===== config.mk =====
export PLATFORM = sky130hd
export DESIGN_NAME = gps_point_tx
export DESIGN_NICKNAME = d
export VERILOG_FILES = /design/src/rtl/gpsdc_pkg.sv /design/src/rtl/gps_coord_fifo.sv /design/src/rtl/gps_point_tx.sv
export SDC_FILE = /design/constraint.sdc
export NUM_CORES = 1
export LEC_CHECK = 0
export ABC_AREA = 1
export CELL_PAD_IN_SITES_DETAIL_PLACEMENT = 1
export CELL_PAD_IN_SITES_GLOBAL_PLACEMENT = 1
export CORE_MARGIN = 5
export CORE_UTILIZATION = 30
export CTS_CLUSTER_DIAMETER = 120
export DETAILED_ROUTE_END_ITERATION = 6
export PLACE_DENSITY = 0.59
export SYNTH_ARGS = -nofsm -noshare
export SYNTH_HDL_FRONTEND = slang
export SYNTH_SLANG_ARGS = --single-unit
export TNS_END_PERCENT = 5

===== constraint.sdc =====
create_clock -name clk -period 7.64 [get_ports clk]
set_clock_uncertainty 0.05 [all_clocks]
set_input_delay 0.764 -clock clk [delete_from_list [all_inputs] [get_ports clk]]
set_output_delay 0.764 -clock clk [all_outputs]
set_load 0.1 [all_outputs]

===== src/rtl/gpsdc_pkg.sv =====
// Shared types and constants for the GPS point transmitter that feeds the distance calculator.
// Holds the coordinate/distance widths, the FSM state encoding and the default parameter values.
package gpsdc_pkg;

    localparam int COORD_W        = 24;
    localparam int DIST_W         = 40;
    localparam int IDX_W          = 16;
    localparam int FIFO_DEPTH_DEF = 4;
    localparam int GAP_CYC_DEF    = 2;
    localparam int TIMEOUT_DEF    = 1023;

    typedef enum logic [2:0] {
        S_IDLE,
        S_FIRST,
        S_GAP,
        S_SEND,
        S_WAIT_VALID,
        S_ERR
    } state_t;

    typedef struct packed {
        logic [COORD_W-1:0] lon;
        logic [COORD_W-1:0] lat;
    } coord_t;

endpackage


===== src/rtl/gps_coord_fifo.sv =====
// Coordinate FIFO holding packed {lon, lat} entries; depth is a power of two.
// The head entry is visible combinationally on rd_data whenever the FIFO is not empty.
module gps_coord_fifo
    import gpsdc_pkg::*;
#(
    parameter int FIFO_DEPTH = FIFO_DEPTH_DEF
) (
    input  logic   clk,
    input  logic   reset,
    input  logic   push,
    input  coord_t wr_data,
    input  logic   pop,
    output coord_t rd_data,
    output logic   full,
    output logic   empty
);

    localparam int PW = (FIFO_DEPTH > 1) ? $clog2(FIFO_DEPTH) : 1;
    localparam int CW = $clog2(FIFO_DEPTH + 1);

    coord_t          mem [FIFO_DEPTH];
    logic [PW-1:0]   wr_ptr;
    logic [PW-1:0]   rd_ptr;
    logic [CW-1:0]   count;
    logic            do_push;
    logic            do_pop;

    // A push while full is refused even if a pop happens in the same cycle.
    assign do_push = push && !full;
    assign do_pop  = pop && !empty;
    assign full    = (count == CW'(FIFO_DEPTH));
    assign empty   = (count == '0);
    assign rd_data = mem[rd_ptr];

    always_ff @(posedge clk) begin
        if (reset) begin
            wr_ptr <= '0;
            rd_ptr <= '0;
            count  <= '0;
        end else begin
            if (do_push) wr_ptr <= wr_ptr + 1'b1;
            if (do_pop)  rd_ptr <= rd_ptr + 1'b1;
            unique case ({do_push, do_pop})
                2'b10:   count <= count + 1'b1;
                2'b01:   count <= count - 1'b1;
                default: count <= count;
            endcase
        end
    end

    always_ff @(posedge clk) begin
        if (do_push) mem[wr_ptr] <= wr_data;
    end

endmodule


===== src/rtl/gps_point_tx.sv =====
// Streams buffered GPS points to the distance calculator as DEN strobes and collects
// its Valid/D results, flagging a sticky error if a result never arrives.
module gps_point_tx
    import gpsdc_pkg::*;
#(
    parameter int FIFO_DEPTH = FIFO_DEPTH_DEF,
    parameter int GAP_CYC    = GAP_CYC_DEF,
    parameter int TIMEOUT    = TIMEOUT_DEF
) (
    input  logic               clk,
    input  logic               reset,
    input  logic               in_valid,
    output logic               in_ready,
    input  logic [COORD_W-1:0] in_lon,
    input  logic [COORD_W-1:0] in_lat,
    output logic               DEN,
    output logic [COORD_W-1:0] LON_IN,
    output logic [COORD_W-1:0] LAT_IN,
    input  logic               Valid,
    input  logic [DIST_W-1:0]  D,
    output logic               res_valid,
    output logic [DIST_W-1:0]  res_d,
    output logic [IDX_W-1:0]   res_idx,
    output logic               busy,
    output logic               timeout_err
);

    localparam int GW = (GAP_CYC > 0) ? $clog2(GAP_CYC + 1) : 1;
    localparam int TW = $clog2(TIMEOUT + 1);

    state_t         state, state_d;
    logic [GW-1:0]  gap_cnt, gap_d;
    logic [TW-1:0]  tcnt, tcnt_d;
    logic           pop, den_d, cap, err_set;
    logic           full, empty;
    coord_t         wr_coord, head;

    assign wr_coord = '{lon: in_lon, lat: in_lat};
    assign in_ready = !full;

    gps_coord_fifo #(.FIFO_DEPTH(FIFO_DEPTH)) u_fifo (
        .clk     (clk),
        .reset   (reset),
        .push    (in_valid),
        .wr_data (wr_coord),
        .pop     (pop),
        .rd_data (head),
        .full    (full),
        .empty   (empty)
    );

    always_ff @(posedge clk) begin
        if (reset) begin
            state   <= S_IDLE;
            gap_cnt <= '0;
            tcnt    <= '0;
        end else begin
            state   <= state_d;
            gap_cnt <= gap_d;
            tcnt    <= tcnt_d;
        end
    end

    always_comb begin
        state_d = state;
        gap_d   = '0;
        tcnt_d  = tcnt;
        pop     = 1'b0;
        den_d   = 1'b0;
        cap     = 1'b0;
        err_set = 1'b0;
        unique case (state)
            S_IDLE: begin
                if (!empty) state_d = S_FIRST;
            end
            S_FIRST: begin
                pop     = 1'b1;
                den_d   = 1'b1;
                state_d = S_GAP;
            end
            S_GAP: begin
                if (int'(gap_cnt) + 1 >= GAP_CYC) state_d = S_SEND;
                else                              gap_d   = gap_cnt + 1'b1;
            end
            S_SEND: begin
                tcnt_d = '0;
                if (!empty) begin
                    pop     = 1'b1;
                    den_d   = 1'b1;
                    state_d = S_WAIT_VALID;
                end
            end
            S_WAIT_VALID: begin
                tcnt_d = tcnt + 1'b1;
                // A result arriving on the expiry cycle still counts as on time.
                if (Valid) begin
                    cap     = 1'b1;
                    state_d = S_SEND;
                end else if (int'(tcnt) + 1 >= TIMEOUT) begin
                    err_set = 1'b1;
                    state_d = S_ERR;
                end
            end
            S_ERR: begin
                state_d = S_ERR;
            end
            default: state_d = S_IDLE;
        endcase
    end

    always_ff @(posedge clk) begin
        if (reset) begin
            DEN         <= 1'b0;
            LON_IN      <= '0;
            LAT_IN      <= '0;
            res_valid   <= 1'b0;
            res_d       <= '0;
            res_idx     <= '0;
            busy        <= 1'b0;
            timeout_err <= 1'b0;
        end else begin
            DEN       <= den_d;
            res_valid <= cap;
            busy      <= (state_d != S_IDLE) && (state_d != S_ERR);
            if (den_d) begin
                LON_IN <= head.lon;
                LAT_IN <= head.lat;
            end
            if (cap) begin
                res_d   <= D;
                res_idx <= res_idx + 1'b1;
            end
            if (err_set) timeout_err <= 1'b1;
        end
    end

endmodule


# Yosys cells after proc, flatten, opt, wreduce, memory -nomap -nowiden
# Memory sizes are Yosys's and may differ from the RTL's. A register that Yosys moved wholly into a read port is not among the register bits.
# Index checks and enable logic that the tools add are counted.
# word_totals
word_cells,62
mem_bits_ro,0
n_memories,1
reg_bits,82
latch_bits,0
ramBits,192
in_bits,92
# op_classes
magnitude_cmp,2
mul,0
bitwise,1
div,0
n_reduce_logical,11
n_shift,0
n_eq_ne,9
muxes,17
n_addsub,9
# memory_table
memory,words,width,read_ports,rd_clocked_by_memory_dff,write_ports,line_no,rtl
u_fifo.mem,4,48,1,1,1,gps_coord_fifo.sv:21,coord_t mem [FIFO_DEPTH];
# op_table
cell,n
10-bit one-hot mux with 2 select lines,1
3-bit one-hot mux with 6 select lines,1
"16-bit by 1-bit adder with 16-bit output, second input constant",1
3-bit two-way mux,5
"10-bit by 1-bit adder with 11-bit output, second input constant",1
"11-bit by 10-bit greater-or-equal comparator with 1-bit output, second input constant",1
"10-bit by 1-bit adder with 10-bit output, second input constant",1
"3-bit == test, second input constant",3
1-bit two-way mux,8
"2-bit by 1-bit adder with 2-bit output, second input constant",3
"3-bit by 2-bit == test with 1-bit output, second input constant",2
3-bit logical NOT,2
3-bit one-hot mux with 2 select lines,1
2-bit nonzero test,2
"2-bit by 1-bit adder with 3-bit output, second input constant",1
"3-bit by 1-bit adder with 3-bit output, second input constant",1
"3-bit by 1-bit == test with 1-bit output, second input constant",1
"3-bit by 2-bit greater-or-equal comparator with 1-bit output, second input constant",1
1-bit logical AND,3
"3-bit != test, second input constant",1
3-bit nonzero test,1
3-bit OR reduction,1
"3-bit by 1-bit subtractor with 3-bit output, second input constant",1
"2-bit by 1-bit == test with 1-bit output, second input constant",1
other kinds (4),5

# Logic depth before layout (Yosys ltp)
# Gate-level depths: netlist (run 1).
# depth
word_depth,7
ltp_mapped,15
mapped_depth_nobuf,15

# Modules after synthesis
# From an unflattened synthesis (run 1), not the netlist that was laid out.
# unflattened
hier_cells,1169
area_unflattened_um2,12563.3
# by_module_without_submodules
module,instances,cells_each,area_per_inst_um2
gps_coord_fifo,1,535,7828.8
gps_point_tx,1,634,4734.5

# Worst setup path after synthesis (run 1)
# OpenSTA, ideal clock, no wires.
# synth_timing
path_type,register -> register
start,reg u_fifo.count[1]
end,"mem u_fifo.mem[0][0] (netlist bit), enable pin"
setup_slack_ns,3.530
stages_incl_launch_ff,5
setup_ns,0.454
path_buffers,0
t_arrival_ns,3.606
t_required_ns,7.136
cell_sequence,dfxtp_1 > inv_1 > nand3_1 > nand2_1 > nor2_1
# synth_between
elab_chain_cells,5
# synth_lines
element,line_no,rtl
from (decl),gps_coord_fifo.sv:24,logic [CW-1:0] count;
from (signal assigned),gps_coord_fifo.sv:44,2'b10: count <= count + 1'b1;
from (signal assigned),gps_coord_fifo.sv:45,2'b01: count <= count - 1'b1;
from (signal assigned),gps_coord_fifo.sv:46,default: count <= count;
3-bit == test,gps_coord_fifo.sv:31,assign full = (count == CW'(FIFO_DEPTH));
1-bit logical NOT,n/a,
via in_ready,gps_point_tx.sv:13,"output logic in_ready,"
1-bit logical AND,gps_coord_fifo.sv:29,assign do_push = push && !full;
1-bit two-way mux,gps_coord_fifo.sv:52,if (do_push) mem[wr_ptr] <= wr_data;
1-bit two-way mux (not written as such),gps_coord_fifo.sv:52,
to (decl),gps_coord_fifo.sv:21,
# The timed path passes the listed nets, and every way through them passes these cells.

# Final worst setup path (run 1)
# layout_timing
start,reg u_fifo.count[0]
end,out in_ready
# layout_between
elab_chain_cells,2
# layout_lines
element,line_no,rtl
3-bit == test,gps_coord_fifo.sv:31,
1-bit logical NOT,gps_point_tx.sv:39,assign in_ready = !full;
to (decl),gps_point_tx.sv:13,
# Every way passes these cells.

==> results.ini, run 1 <==
[setup_path]
worstPathRequired_ns=6.83
path_depth=3
worstPathMaxFanout=3
start_kind=flip-flop
cp-startpoint=u_fifo.count[0]
r2r_cells=5
endpoint=in_ready
timing.rr.start=u_fifo.rd_ptr[0]
arrival_ns=2.26
crit_chain=inv_1 > nand3_1 > clkdlybuf4s50_1
r2r_slack_ns=4.83
critical-path-max-stage-delay_ns=1.20
critical_path_buf_inv_count=2
critPathKind=flip-flop to primary output
r2r-end=LON_IN[4]
critPathTopFamily=buffers and inverters
critPathCaptureType=primary output
cpMaxStageDelayCell=clkdlybuf4s50_1

[logic_synthesis]
yosysMostFrequentCell=nor2_1
synth_edf_count=192
ys_types=31
netlist.area_leader.share=0.4741
synth_top_cell_by_area=edfxtp_1
synthTopCellsByArea=edfxtp_1 (47%), dfxtp_1 (21%), nor2_1 (6.9%)
synth_commonest_cells=nor2_1 (225), edfxtp_1 (192), o21ai_0 (164)
synth_area_per_cell_sq_um=10.56
syn_inst=1152
ys.flop_type=edfxtp_1
ys_warn_count=0
ys_seq_area_frac=0.6881
async_flop_share=0
synth_fp_nets=1254
synth_seq_cells=322
syn_area_sq_um=12160

[power]
peakVddDrop_uv=350.2
finalPower_uw=5683
p_leak_uw=0.005478
cellPowerDensity_nw_per_um2=355.6

[sta]
post-route-period-util=0.4025
setup_violations=0
tightest_slew_ns=1.119
tns_ns=0
setup_ws_ns=4.565
fmax_mhz=325.2
fin_crit_ns=3.075
finalHoldViolations=0
slew_viol_final=0
rsz0062_at_grt=false
relSlewSlack=0.2515

[clock_tree]
cts_tree=done
post_cts_resized=0
cts_hold_buf=0
h-tree-depth=2
cts_buffers=38
cts_buffer_depth=3
root_buffer=clkbuf_16
cts.sinks=322
path_clk_slew_ns=0.06
cts_setup_buffers=0
clock_latency_ns=0.54

[run_status]
status=completed

[layout]
design_area_sq_um=15980
nNetsFinal=1441
drive_gt1_frac=0.07159
n_fill_cell=4364
insertedDiodeCount=0
fin_util=0.4004
syn_to_final_growth_pct=31.41

[floorplanning]
rows=73
fp.dieW_um=211.3
initial_utilization=0.3047
fp.dieH_um=211.3
pin_count=201
die-area_sq_um=44660
core_area_sq_um=39910

[placement]
dpl.hpwl_mm=19.10
place_ws_ns=4.587
port_buffers=200
placed_area_sq_um=14690
gp_congestion=0.7381

[grt]
antenna_found_initial=1
track_usage=0.1439
grt_pass1_wl_mm=51.74
grt_pass1_vias=9414
globalRouteOverflowTotal=0
grt_max_degree=101

[worst_hold_path]
min_path_type=flip-flop to flip-flop

[drt]
firstDrtPassIters=4
routed_via_density=4.718
drc_errors=0
num_vias=8936
wirelength_mm=32.95
drtAntennaViolNets=0
wl_per_cell_um=17.39
drt_iter0_drc=433

[run]
max_cap_violations=0

cell usage in the layout, fill, tap and decap left out, types with 4 or more instances in the layout:
master           instances
a31oi_1                 49
clkinv_1                 5
a21oi_1                 71
bufinv_16                6
inv_1                   45
clkinv_2                12
inv_2                    4
edfxtp_1               192
clkbuf_16               38
clkdlybuf4s50_1        199
ha_1                     9
nor3_1                   8
buf_4                   12
nor2_1                 221
nand3_1                 21
o21ai_0                164
dfxtp_1                128
nor2_4                   8
clkbuf_1                 8
nand2_1                142
stage by stage:
| stage | hold slack [ns] | instances |
|---|---|---|
| 6_report | 0.3697 | 1894 |
| 5_1_grt | 0.3987 | 1894 |
| 4_1_cts | 0.3729 | 1894 |
| 3_5_place_dp | 0.3641 | 1824 |
| 3_3_place_gp | 0.3537 | 1824 |
| 2_1_floorplan | 0.3420 | 1152 |
cells by family (layout without fill, tap and decap cells):
kind of cell | after synthesis | count (layout) | synth area share
simple gates | 415 | 415 | 0.1393
flops | 322 | 322 | 0.6881
compound gates | 285 | 285 | 0.1225
buf+inv | 117 | 334 | 0.03704
fa+ha+maj | 10 | 10 | 0.01091
xor+xnor | 3 | 3 | 0.002161
worst min-delay path by stage:
stage | startpoint | endpoint | slack, ns | depth (start not counted)
after detailed placement | gap_cnt[0] | gap_cnt[0] | 0.36 | 1
after CTS | gap_cnt[0] | gap_cnt[0] | 0.37 | 1
final | gap_cnt[0] | gap_cnt[0] | 0.37 | 1
after global routing | gap_cnt[0] | gap_cnt[0] | 0.40 | 1
after global placement | gap_cnt[0] | gap_cnt[0] | 0.35 | 1
after floorplan | gap_cnt[0] | gap_cnt[0] | 0.34 | 1
power breakdown:
group          internal (uW)  switching (uW)
sequential              2050             102
clock                   1130             729
combinational            372            1300
final cells by class:
cell class	count	area [sq um]	area share
Tap cell	525	656.9	0.04110
Clock inverter	24	314.1	0.01965
Sequential cell	322	8373	0.5239
Timing Repair Buffer	212	2087	0.1306
Multi-Input combinational cell	713	3373	0.2111
Inverter	52	196.4	0.01229
Clock buffer	46	980.9	0.06138
flip-flops by register name (all words and copies together), names as in the netlist, 3 cells and up:
signal	count
u_fifo.count	3
LON_IN	24
res_d	40
u_fifo.mem	192
LAT_IN	24
tcnt	10
res_idx	16
state	3
per-layer routing:
metal / vias up / GRT usage / part of all wire
li1: 4348 / - / -
met1: 4341 / 0.1904 / 0.46
met2: 196 / 0.2436 / 0.47
met3: 49 / 0.02964 / 0.048
met4: 2 / 0.03532 / 0.018
met5: - / 0 / 0.00021
Power figures use the tool's default switching activity.
==> run 2, diff against run 1 <==
==> constraint.sdc (replaced) <==
create_clock -name clk -period 3.2 [get_ports clk]
set_clock_uncertainty 0.05 [all_clocks]
set_input_delay 0.32 -clock clk [delete_from_list [all_inputs] [get_ports clk]]
set_output_delay 0.32 -clock clk [all_outputs]
set_load 0.1 [all_outputs]
==> run 2 against run 1 <==
  * Sequential power up 140%
  * Register-to-register slack worse by 4.0 ns
  * Hold slack worse by 0.061 ns
  * Clock power is 140% higher
  * Critical path depth decreased by 2
  * Wire length increased by 1.6%
  * Sequential share of layout area shrank 0.29 points
  * Final cell count increased by 0.26%
  * Flip-flop and latch count unchanged
  * Combinational power grew 140%
  * Non-clock buffer count grew 4
  * Design area up 0.56%
==> results.ini, run 2 (same netlist as run 1, synthesis figures left out) <==
[drt]
routed_via_density=4.711  ; was 4.718
drtAntennaViolNets=0  ; unchanged
wl_per_cell_um=17.63  ; was 17.39 um
num_vias=8947  ; was 8936
drc_errors=0  ; unchanged
wirelength_mm=33.48  ; was 32.95 mm
drt_iter0_drc=436  ; was 433
firstDrtPassIters=4  ; unchanged

[setup_path]
critical_path_buf_inv_count=1  ; was 2
worstPathRequired_ns=2.83  ; was 6.83 ns
worstPathMaxFanout=2  ; was 3
critPathCaptureType=primary output  ; unchanged
cpMaxStageDelayCell=clkdlybuf4s50_1  ; unchanged
critPathTopFamily=buffers and inverters  ; unchanged
start_kind=flip-flop  ; unchanged
arrival_ns=2.13  ; was 2.26 ns
critPathKind=flip-flop to primary output  ; unchanged
critical-path-max-stage-delay_ns=1.18  ; was 1.20 ns
crit_chain=clkdlybuf4s50_1  ; was inv_1 > nand3_1 > clkdlybuf4s50_1

[run]
max_cap_violations=0  ; unchanged

[floorplanning]
die-area_sq_um=44660  ; unchanged
initial_utilization=0.3047  ; unchanged
fp.dieH_um=211.3  ; unchanged
fp.dieW_um=211.3  ; unchanged
core_area_sq_um=39910  ; unchanged
pin_count=201  ; unchanged
rows=73  ; unchanged

[sta]
fmax_mhz=400.5
relSlewSlack=0.3172  ; was 0.2515
setup_violations=0  ; unchanged
post-route-period-util=0.7802
tns_ns=0  ; unchanged
fin_crit_ns=2.497
tightest_slew_ns=1.021  ; was 1.119 ns
slew_viol_final=0  ; unchanged
finalHoldViolations=0  ; unchanged
rsz0062_at_grt=false  ; unchanged

[layout]
drive_gt1_frac=0.08297  ; was 0.07159
n_fill_cell=4384  ; was 4364
multi_input_area_sq_um=3373  ; unchanged
reg.largest.list=u_fifo.mem: 192 flops, res_d: 40 flops  ; unchanged
regMostFlops=u_fifo.mem  ; unchanged
final_common_cell=nor2_1  ; unchanged
insertedDiodeCount=0  ; unchanged
syn_to_final_growth_pct=32.15  ; was 31.41%
nNetsFinal=1446  ; was 1441
layout_common_cells=nor2_1 (221), edfxtp_1 (192), clkdlybuf4s50_1 (189)  ; was nor2_1 (221), clkdlybuf4s50_1 (199), edfxtp_1 (192)
seq_area_sq_um=8373  ; unchanged
fin_cells=1899  ; was 1894
largest_register_ffs=192  ; unchanged
design_area_sq_um=16070  ; was 15980 sq um

[placement]
dp.cells=1828  ; was 1824
dpl.hpwl_mm=20.02  ; was 19.10 mm
gp_congestion=0.7566  ; was 0.7381
placed_area_sq_um=14780  ; was 14690 sq um
port_buffers=200  ; unchanged

[clock_tree]
path_clk_slew_ns=0.06  ; about the same
cts_tree=done  ; unchanged
cts_buffer_depth=3  ; unchanged
clock_latency_ns=0.53  ; was 0.54 ns
cts_buffers=39  ; was 38
root_buffer=clkbuf_16  ; unchanged
cts_hold_buf=0  ; unchanged
cts.sinks=322  ; unchanged
post_cts_resized=0  ; unchanged
h-tree-depth=2  ; unchanged
cts_setup_buffers=0  ; unchanged

[worst_hold_path]
min_path_type=input port to flip-flop  ; was flip-flop to flip-flop

[grt]
antenna_found_initial=2  ; was 1
grt_max_degree=68  ; was 101
globalRouteOverflowTotal=0  ; unchanged
grt_pass1_vias=9340  ; was 9414
grt_pass1_wl_mm=52.50  ; was 51.74 mm
track_usage=0.1463  ; was 0.1439

[power]
peakVddDrop_uv=644.6  ; was 350.2 uV
cellPowerDensity_nw_per_um2=846.9  ; was 355.6 nW/um^2
finalPower_uw=13610  ; was 5683 uW
p_leak_uw=0.005540  ; was 0.005478 uW

[run_status]
status=completed  ; unchanged

## run 2: worst paths after layout
kind                                 start               to  slack [ns]  cells past startpoint
worst min-delay path                 D[21]        res_d[21]        0.31                      3
worst max-delay path             LON_IN[4]        LON_IN[4]        0.70                      1
worst min register to register  gap_cnt[0]       gap_cnt[0]        0.37                      1
worst max register to register    state[0]  u_fifo.count[2]        0.79                     11
## run 2: layer usage
layer  part of all wire  vias up  global-route usage  wire length (um)
met4              0.018        4             0.03598               611
met5            0.00081        -                   0                27
met2               0.48      187              0.2496             16100
met1               0.45     4347              0.1907             14980
li1                   -     4356                   -                 -
met3              0.053       53             0.03186              1758
## run 2: area by class of cell
class                   instances  area share
clock buffers                  56     0.06968
clock inverters                15     0.01082
inverters                      52     0.01214
multi-input cells             713      0.2099
flip-flops and latches        322      0.5210
well taps                     525     0.04087
repair buffers                216      0.1356
## run 2: power by group
part	leakage (uW)	internal (uW)	switching, uW
combinational	0.00208	925	3070
clock	0.000639	2690	1740
sequential	0.00282	4900	288
total	0.00554	8510	5100
## run 2: per-stage QoR
stage	hold WS, ns	setup slack (ns)	utilization
floorplan	0.3420	-0.1856	-
global placement	0.3503	0.8734	0.3702
detailed placement	0.3691	0.8009	0.3702
CTS	0.2725	0.6731	0.4027
global route	0.2902	0.5732	0.4027
finish	0.3089	0.7032	0.4027
